**src/rtl/if_fetch_unit.sv**
```systemverilog
// if_fetch_unit: MIPS IF stage owning the PC, one-outstanding imem fetch, output slot plus skid entry, redirect flush
//   clk, reset_n          : clock, async active-low reset
//   stall                 : IF/ID hold, slot is not consumed this edge
//   redirect, redirect_pc : taken branch/jump from ID, target forced word-aligned
//   imem_req/addr/ready   : request handshake, imem_rvalid/rdata : response
//   IF_Instr/PC/NPC/valid : instruction triple for IF/ID, NOP_INSTR bubble when not valid
module if_fetch_unit #(
   parameter logic [31:0] RESET_PC  = 32'h0000_3000,
   parameter logic [31:0] NOP_INSTR = 32'h0000_0000
) (
   input  logic        clk,
   input  logic        reset_n,
   input  logic        stall,
   input  logic        redirect,
   input  logic [31:0] redirect_pc,
   output logic        imem_req,
   output logic [31:0] imem_addr,
   input  logic        imem_ready,
   input  logic        imem_rvalid,
   input  logic [31:0] imem_rdata,
   output logic [31:0] IF_Instr,
   output logic [31:0] IF_PC,
   output logic [31:0] IF_NPC,
   output logic        IF_valid
);
   typedef enum logic [1:0] {RUN, WAIT, DROP} state_t;
   state_t state, state_nx;
   logic [31:0] fetch_pc, req_pc, slot_instr, skid_instr, skid_pc;
   logic skid_valid, consume, resp, accept, to_skid;
   logic [1:0] occ;
   // The arriving word still needs storage, so only a consumed slot frees room;
   // this caps slot + skid + outstanding at two and the skid can never overflow.
   always_comb begin
      consume  = IF_valid && !stall;
      resp     = state == WAIT && imem_rvalid;
      occ      = 2'(IF_valid) + 2'(skid_valid) + 2'(state == WAIT) - 2'(consume);
      imem_req = reset_n && !redirect && (state == RUN || imem_rvalid) && occ < 2'd2;
      accept   = imem_req && imem_ready;
      to_skid  = resp && IF_valid && (!consume || skid_valid);
      state_nx = redirect ? ((state != RUN && !imem_rvalid) ? DROP : RUN)
               : accept ? WAIT : (imem_rvalid ? RUN : state);
   end
   assign imem_addr = fetch_pc;
   assign IF_Instr  = IF_valid ? slot_instr : NOP_INSTR;
   assign IF_NPC    = IF_PC + 32'd4;
   always_ff @(posedge clk or negedge reset_n) begin
      if (!reset_n) begin
         state      <= RUN;
         fetch_pc   <= RESET_PC;
         req_pc     <= RESET_PC;
         IF_valid   <= 1'b0;
         IF_PC      <= RESET_PC;
         slot_instr <= NOP_INSTR;
         skid_valid <= 1'b0;
         skid_instr <= NOP_INSTR;
         skid_pc    <= RESET_PC;
      end else begin
         state <= state_nx;
         if (redirect) begin
            fetch_pc   <= {redirect_pc[31:2], 2'b00};
            IF_valid   <= 1'b0;
            skid_valid <= 1'b0;
         end else begin
            if (accept) begin
               fetch_pc <= fetch_pc + 32'd4;
               req_pc   <= fetch_pc;
            end
            if (consume && skid_valid) begin
               slot_instr <= skid_instr;
               IF_PC      <= skid_pc;
               IF_valid   <= 1'b1;
            end else if (resp && (consume || !IF_valid)) begin
               slot_instr <= imem_rdata;
               IF_PC      <= req_pc;
               IF_valid   <= 1'b1;
            end else if (consume) begin
               IF_valid <= 1'b0;
            end
            if (to_skid) begin
               skid_instr <= imem_rdata;
               skid_pc    <= req_pc;
               skid_valid <= 1'b1;
            end else if (consume) begin
               skid_valid <= 1'b0;
            end
         end
      end
   end
   always_ff @(posedge clk) begin
      if (reset_n && !redirect && to_skid && !consume) assert (!skid_valid);
   end
endmodule
```
**config.mk**
```make
export PLATFORM = sky130hd
export DESIGN_NAME = if_fetch_unit
export DESIGN_NICKNAME = d
export VERILOG_FILES = /design/src/rtl/if_fetch_unit.sv
export SDC_FILE = /design/constraint.sdc
export NUM_CORES = 1
export LEC_CHECK = 0
export CAP_MARGIN = 20
export CORE_MARGIN = 2
export CORE_UTILIZATION = 55
export DETAILED_ROUTE_END_ITERATION = 6
export PLACE_DENSITY = 0.86
export SLEW_MARGIN = 30
export SYNTH_ARGS = -nofsm -noshare
export SYNTH_HDL_FRONTEND = slang
export SYNTH_SLANG_ARGS = --single-unit
```
**constraint.sdc**
```tcl
create_clock -name clk -period 5.3 [get_ports clk]
set_input_delay 1.06 -clock clk [delete_from_list [all_inputs] [get_ports clk]]
set_output_delay 1.06 -clock clk [all_outputs]
set_load 0.1 [all_outputs]
```
==> impl_metrics.env, run 1 <==
export IMPL_yosysUniqueCellTypes=45
export IMPL_cts_setup_buffers=0
export IMPL_post_route_period_util_pct=85.0
export IMPL_grt_pass1_vias=6921
export IMPL_ys_flop_type="dfrtp_1"
export IMPL_clk_pin_slew_ns=0.07
export IMPL_ant_nets=0
export IMPL_syn_avg_cell_area_um2=10.3
export IMPL_wl_met2_um=10500
export IMPL_hold_viol=0
export IMPL_rr_worst_depth=9
export IMPL_grt_max_degree=125
export IMPL_max_cap_violations=0
export IMPL_hold_start="req_pc[13]"
export IMPL_synthArstFlopShare_pct=100
export IMPL_cp_max_fo=7
export IMPL_firstDrtPassIters=5
export IMPL_timing_hold_ws_ns=0.491
export IMPL_intPower_mw=3.11
export IMPL_hold_depth=2
export IMPL_gp_congestion=0.865
export IMPL_synth_top_area_share_pct=50.0
export IMPL_grt_overflow=0
export IMPL_ios=200
export IMPL_dp_final_hpwl_um=15100
export IMPL_clock_sinks=188
export IMPL_tns_ns=0
export IMPL_vias=7149
export IMPL_fmax_mhz=222
export IMPL_rrSetupSlack_ns=2.12
export IMPL_ys_seq_area_share_pct=52.3
export IMPL_syn2layout_area_growth_pct=30.4
export IMPL_first_iter_violations=471
export IMPL_post_drt_wl_per_cell_um=17.2
export IMPL_syn_inst=874
export IMPL_wl_met3_um=1490
export IMPL_fin_crit_ns=4.51
export IMPL_num_fill_cells=1099
export IMPL_ir_drop_uv=380
export IMPL_drt_total_wl_um=21900
export IMPL_p_sw_mw=2.73
export IMPL_clock_latency_ns=0.43
export IMPL_fin_skew_ns=0.00776
export IMPL_drc=0
export IMPL_r2r_end="imem_addr[25]"
export IMPL_avgViaCountPerCell=5.60
export IMPL_startpoint_type="flop"
export IMPL_r2r_start="IF_valid"
export IMPL_ys_seq_elements=188
export IMPL_hp_class="flop to flop"
export IMPL_timing_slew_headroom_pct=30.8
export IMPL_placementRows=46
export IMPL_synth_top_cell_by_area="dfrtp_1"
export IMPL_setup_viol_count_final=0
export IMPL_final_max_slew_viol_count=0
export IMPL_core_area_um2=15900
export IMPL_tightest_slew_ns=1.03
export IMPL_p_comb_share_pct=43.1
export IMPL_syn_cell_area_um2=9020
export IMPL_root_buffer="clkbuf_16"
export IMPL_layout_nets=1124
export IMPL_cts_tree="done"
export IMPL_synth_area_leaders="dfrtp_1, mux2_2, mux2i_1"
export IMPL_worstSetupPathType="flop to output port"
export IMPL_drive_gt1_share_pct=12.3
export IMPL_synth_edf_count=0
export IMPL_cts_made_buffers=17
export IMPL_n_antenna_cell=0
export IMPL_top_layer="met4"
export IMPL_die_area_um2=17400
export IMPL_ctsHoldBuffers=0
export IMPL_port_buffers=191
export IMPL_grt_total_usage_pct=25.7
export IMPL_m1WireLength_um=9530
export IMPL_ctsLongestPathBuffers=2
export IMPL_worstPathRequired_ns=4.24
export IMPL_powerDensity_nw_per_um2=497
export IMPL_crit_arrival_ns=3.45
export IMPL_yosysWarnings=0
export IMPL_crit_path_end_kind="output port"
export IMPL_die_width_um=132
export IMPL_h_tree_depth=4
export IMPL_antenna_found_initial=0
export IMPL_start_util_pct=56.6
export IMPL_fin_util_pct=73.7
export IMPL_p_clk_share_pct=23.5
export IMPL_cts_resized=0
export IMPL_rsz0062_at_grt="no"
export IMPL_sw_frac_of_total_pct=46.7
export IMPL_seq_power_share_pct=33.4
export IMPL_p_leak_nw=5.02
export IMPL_die_h_um=132
export IMPL_status="finished clean"
export IMPL_min_to="req_pc[13]"
export IMPL_grt_pass1_wl_um=35900
cell families after synthesis:
kind of cell / after synthesis / share of synthesized area, %
DFF: 188 / 52.3
muxes: 125 / 14.7
xor gates and xnor gates: 44 / 4.44
and+or+nand+nor: 335 / 17.4
AOI/OAI and AO/OA: 115 / 7.45
other: 1 / 0.0416
adders and majority gates: 6 / 0.833
buffers and inverters: 60 / 2.84
area by class of cell:
class                   instances  area (um^2)  area share, %
clock buffers                  20          467           3.97
repair buffers                201         1990           16.9
clock inverters                12          181           1.54
flip-flops and latches        188         4710           40.1
well taps                     216          270           2.30
inverters                       9         33.8          0.287
multi-input cells             631         4100           34.9
registers in the layout (all words and copies together), names as in the netlist:
name / cells
skid_pc: 30
slot_instr: 32
skid_valid: 1
skid_instr: 32
IF_valid: 1
state: 2
IF_PC: 30
req_pc: 30
imem_addr: 30
through the flow:
stage / setup slack (ns) / std cells / area (um^2) / total power [mW]
after floorplan: 0.662 / 879 / 9040 / 3.83
after global placement: 0.863 / 1245 / 11100 / 4.45
after detailed placement: 0.817 / 1245 / 11100 / 4.49
after CTS: 0.789 / 1277 / 11800 / 5.87
after global routing: 0.651 / 1277 / 11800 / 6.05
final: 0.793 / 1277 / 11800 / 5.84
placed cells by master (no fill, tap or decap), types with 3 or more instances in the layout:
master,n
a21oi_1,64
a31oi_1,7
and2_1,34
and3_1,7
and4_1,7
buf_4,14
bufinv_16,4
clkbuf_16,17
clkbuf_8,4
clkdlybuf4s50_1,184
conb_1,6
dfrtp_1,180
dfstp_2,8
ha_1,5
inv_1,9
inv_6,3
mux2_2,62
mux2i_1,63
nand2_1,128
nand3_1,33
nand4_1,11
nor2_1,77
nor3_1,6
nor4_1,8
o211ai_1,4
o21ai_0,20
o311ai_0,6
o31a_1,3
o31ai_1,5
or3_1,3
or4_1,8
xnor2_1,28
xor2_1,14
power groups by stage:
stage,registers [mW],logic (mW),clock network [mW]
final,1.95,2.52,1.37
after global placement,1.96,2.49,0
after detailed placement,1.97,2.52,0
after floorplan,2.66,1.17,0
after CTS,1.95,2.53,1.40
after global routing,1.99,2.61,1.46
per-layer routing:
metal  global-route usage, %  up-vias
met5                       0        -
met1                    35.1     3475
met2                    42.0      274
met4                    8.15        0
li1                        -     3372
met3                    4.65       28
cells in the mapped netlist (4+ instances only):
| library cell | instances |
|---|---|
| dfrtp_1 | 180 |
| mux2_2 | 62 |
| nand3_1 | 34 |
| mux2i_1 | 63 |
| and3_1 | 7 |
| xor2_1 | 14 |
| xnor2_1 | 28 |
| o311ai_0 | 6 |
| or4_1 | 8 |
| clkbuf_1 | 40 |
| nand2_1 | 128 |
| o31ai_1 | 5 |
| a21oi_1 | 64 |
| buf_4 | 6 |
| o21ai_0 | 20 |
| nor4_1 | 8 |
| and4_1 | 7 |
| nor3_1 | 7 |
| ha_1 | 6 |
| dfstp_2 | 8 |
| inv_1 | 9 |
| a31oi_1 | 7 |
| o211ai_1 | 4 |
| and2_1 | 34 |
| nor2_1 | 78 |
| nand4_1 | 11 |
critical path: stages (launching register included):
cell and delay [ns]:
dfrtp_1 0.48, nand4_1 0.30, nor2_1 0.49, and2_1 0.29, nand3_1 0.13, xnor2_1 0.16
clkdlybuf4s50_1 1.15
how the worst max path moves through the flow:
stage | depth (start not counted) | slack, ns | start | to
floorplan | 5 | 0.66 | IF_PC[4] | IF_NPC[21]
global placement | 9 | 0.86 | stall | imem_req
detailed placement | 9 | 0.82 | stall | imem_req
CTS | 6 | 0.79 | IF_PC[5] | IF_NPC[25]
global route | 9 | 0.65 | stall | imem_req
finish | 6 | 0.79 | IF_PC[5] | IF_NPC[25]
Power figures use the tool's default switching activity.
==> run 2: changes to the inputs <==
--- a/config.mk
+++ b/config.mk
@@ -6,7 +6,6 @@
 export NUM_CORES = 1
 export LEC_CHECK = 0
 export CAP_MARGIN = 20
-export CORE_MARGIN = 2
 export CORE_UTILIZATION = 55
 export DETAILED_ROUTE_END_ITERATION = 6
 export PLACE_DENSITY = 0.86
==> impl_metrics.env, run 2 (synthesized netlist as in run 1, its figures left out) <==
export IMPL_fin_crit_ns=4.48
export IMPL_fin_cells=1278
export IMPL_vias=7110
export IMPL_hp_class="flop to flop"
export IMPL_port_buffers=191
export IMPL_ctsLongestPathBuffers=2
export IMPL_dp_cells=1246
export IMPL_h_tree_depth=4
export IMPL_max_cap_violations=0
export IMPL_clock_latency_ns=0.42
export IMPL_grt_busiest_layer="met2"
export IMPL_crit_arrival_ns=3.42
export IMPL_cp_cell_sequence="clkdlybuf4s50_1, nor2b_1, ha_1, inv_1, ha_1, a21oi_4, xnor2_2, nor3_2, buf_4"
export IMPL_r2r_start="IF_valid"
export IMPL_cts_made_buffers=17
export IMPL_ant_nets=0
export IMPL_timing_hold_ws_ns=0.484
export IMPL_root_buffer="clkbuf_16"
export IMPL_hold_depth=2
export IMPL_rr_worst_depth=10
export IMPL_post_route_period_util_pct=84.6
export IMPL_layout_nets=1125
export IMPL_slowest_stage="clkdlybuf4s50_1"
export IMPL_ir_drop_uv=331
export IMPL_cts_resized=0
export IMPL_grt_overflow=0
export IMPL_cts_setup_buffers=0
export IMPL_top_regs="skid_instr x32, slot_instr x32"
export IMPL_n_antenna_cell=0
export IMPL_final_area_um2=11700
export IMPL_final_max_slew_viol_count=0
export IMPL_drive_gt1_share_pct=12.0
export IMPL_p_leak_nw=4.98
export IMPL_powerDensity_nw_per_um2=485
export IMPL_tns_ns=0
export IMPL_dp_final_hpwl_um=14400
export IMPL_post_drt_wl_per_cell_um=16.6
export IMPL_drt_total_wl_um=21200
export IMPL_timing_slew_headroom_pct=30.4
export IMPL_r2r_end="imem_addr[31]"
export IMPL_mostFrequentLayoutCells="clkdlybuf4s50_1, dfrtp_1, nand2_1, nor2_1, a21oi_1"
export IMPL_worstPathRequired_ns=4.24
export IMPL_grtUsageMet3_pct=5.86
export IMPL_core_area_um2=15900
export IMPL_drc=0
export IMPL_fin_util_pct=73.2
export IMPL_start_util_pct=56.6
export IMPL_cts_tree="done"
export IMPL_met2_usage_pct=41.7
export IMPL_ctsHoldBuffers=0
export IMPL_fmax_mhz=223
export IMPL_final_common_cell="clkdlybuf4s50_1"
export IMPL_rsz0062_at_grt="no"
export IMPL_tightest_slew_ns=1.04
export IMPL_hold_start="req_pc[13]"
export IMPL_startpoint_type="input port"
export IMPL_seqCellArea_um2=4710
export IMPL_clock_sinks=188
export IMPL_num_fill_cells=1121
export IMPL_cp_max_fo=9
export IMPL_grt_max_degree=76
export IMPL_crit_path_end_kind="output port"
export IMPL_worstSetupPathType="input port to output port"
export IMPL_cpMostUsedCell="ha_1"
export IMPL_grt_use_met1_pct=34.0
export IMPL_multi_input_area_um2=4100
export IMPL_cp_depth=9
export IMPL_grt_pass1_vias=6672
export IMPL_avgViaCountPerCell=5.56
export IMPL_first_iter_violations=509
export IMPL_cp_num_buf_inv=3
export IMPL_clk_pin_slew_ns=0.07
export IMPL_grt_pass1_wl_um=33700
export IMPL_place_area_um2=11100
export IMPL_setup_viol_count_final=0
export IMPL_status="finished clean"
export IMPL_crit_family="buffers and inverters"
export IMPL_fin_skew_ns=0.00852
export IMPL_grt_total_usage_pct=25.8
export IMPL_placementRows=46
export IMPL_die_width_um=130
export IMPL_die_h_um=130
export IMPL_critPathLaunch="stall"
export IMPL_gp_congestion=0.884
export IMPL_firstDrtPassIters=7
export IMPL_endpoint="imem_req"
export IMPL_ios=200
export IMPL_antenna_found_initial=0
export IMPL_slowest_delay_ns=0.45
export IMPL_die_area_um2=16900
export IMPL_rrSetupSlack_ns=1.73
export IMPL_syn2layout_area_growth_pct=29.4
export IMPL_hold_viol=0
## run 2: changes by cell type in the layout (fill, tap and decap cells not counted), sizes merged
cell and change:
clkbuf +7, bufinv -3, buf +2, clkdlybuf4s50 -2, inv -3
## run 2: how the worst min path moves through the flow
stage,slack [ns],to
after floorplan,0.44,req_pc[12]
after detailed placement,0.47,req_pc[13]
final,0.48,req_pc[13]
after global placement,0.46,req_pc[12]
after CTS,0.48,req_pc[13]
after global routing,0.51,skid_instr[28]
## run 2: cell type report
class	instances	area share, %
sequential	188	40.4
clock buffer	26	4.19
multi-input combinational	631	35.2
inverter	9	0.290
timing repair buffer	202	17.1
clock inverter	6	0.558
tap	216	2.32
## run 2: report_power, final
group | leakage [nW] | internal [mW] | switching, mW
Combinational | 2.36 | 0.584 | 1.92
Clock | 0.268 | 0.686 | 0.516
Sequential | 2.35 | 1.69 | 0.259
## run 2: worst reg2reg max path, stage by stage, from the launching register on
cell     delay, ns
dfrtp_1       0.33
buf_4         0.34
nor2b_1       0.42
ha_1          0.31
inv_1         0.06
ha_1          0.25
a21oi_4       0.22
xnor2_2       0.18
or4_1         0.74
o31a_1        0.34
o31a_1        0.28
## run 2: per-stage QoR
| step | power (mW) | worst slack [ns] |
|---|---|---|
| 2_1_floorplan | 3.83 | 0.662 |
| 3_3_place_gp | 4.44 | 0.917 |
| 3_5_place_dp | 4.48 | 0.825 |
| 4_1_cts | 5.69 | 0.780 |
| 5_1_grt | 5.87 | 0.679 |
| 6_report | 5.65 | 0.817 |
## run 2: per-layer routing
metal,vias up,routed length (um),share of wire [%]
met5,-,0,0
met4,0,389,1.8
met2,246,10100,47
met3,27,1480,7.0
li1,3380,-,-
met1,3457,9260,44
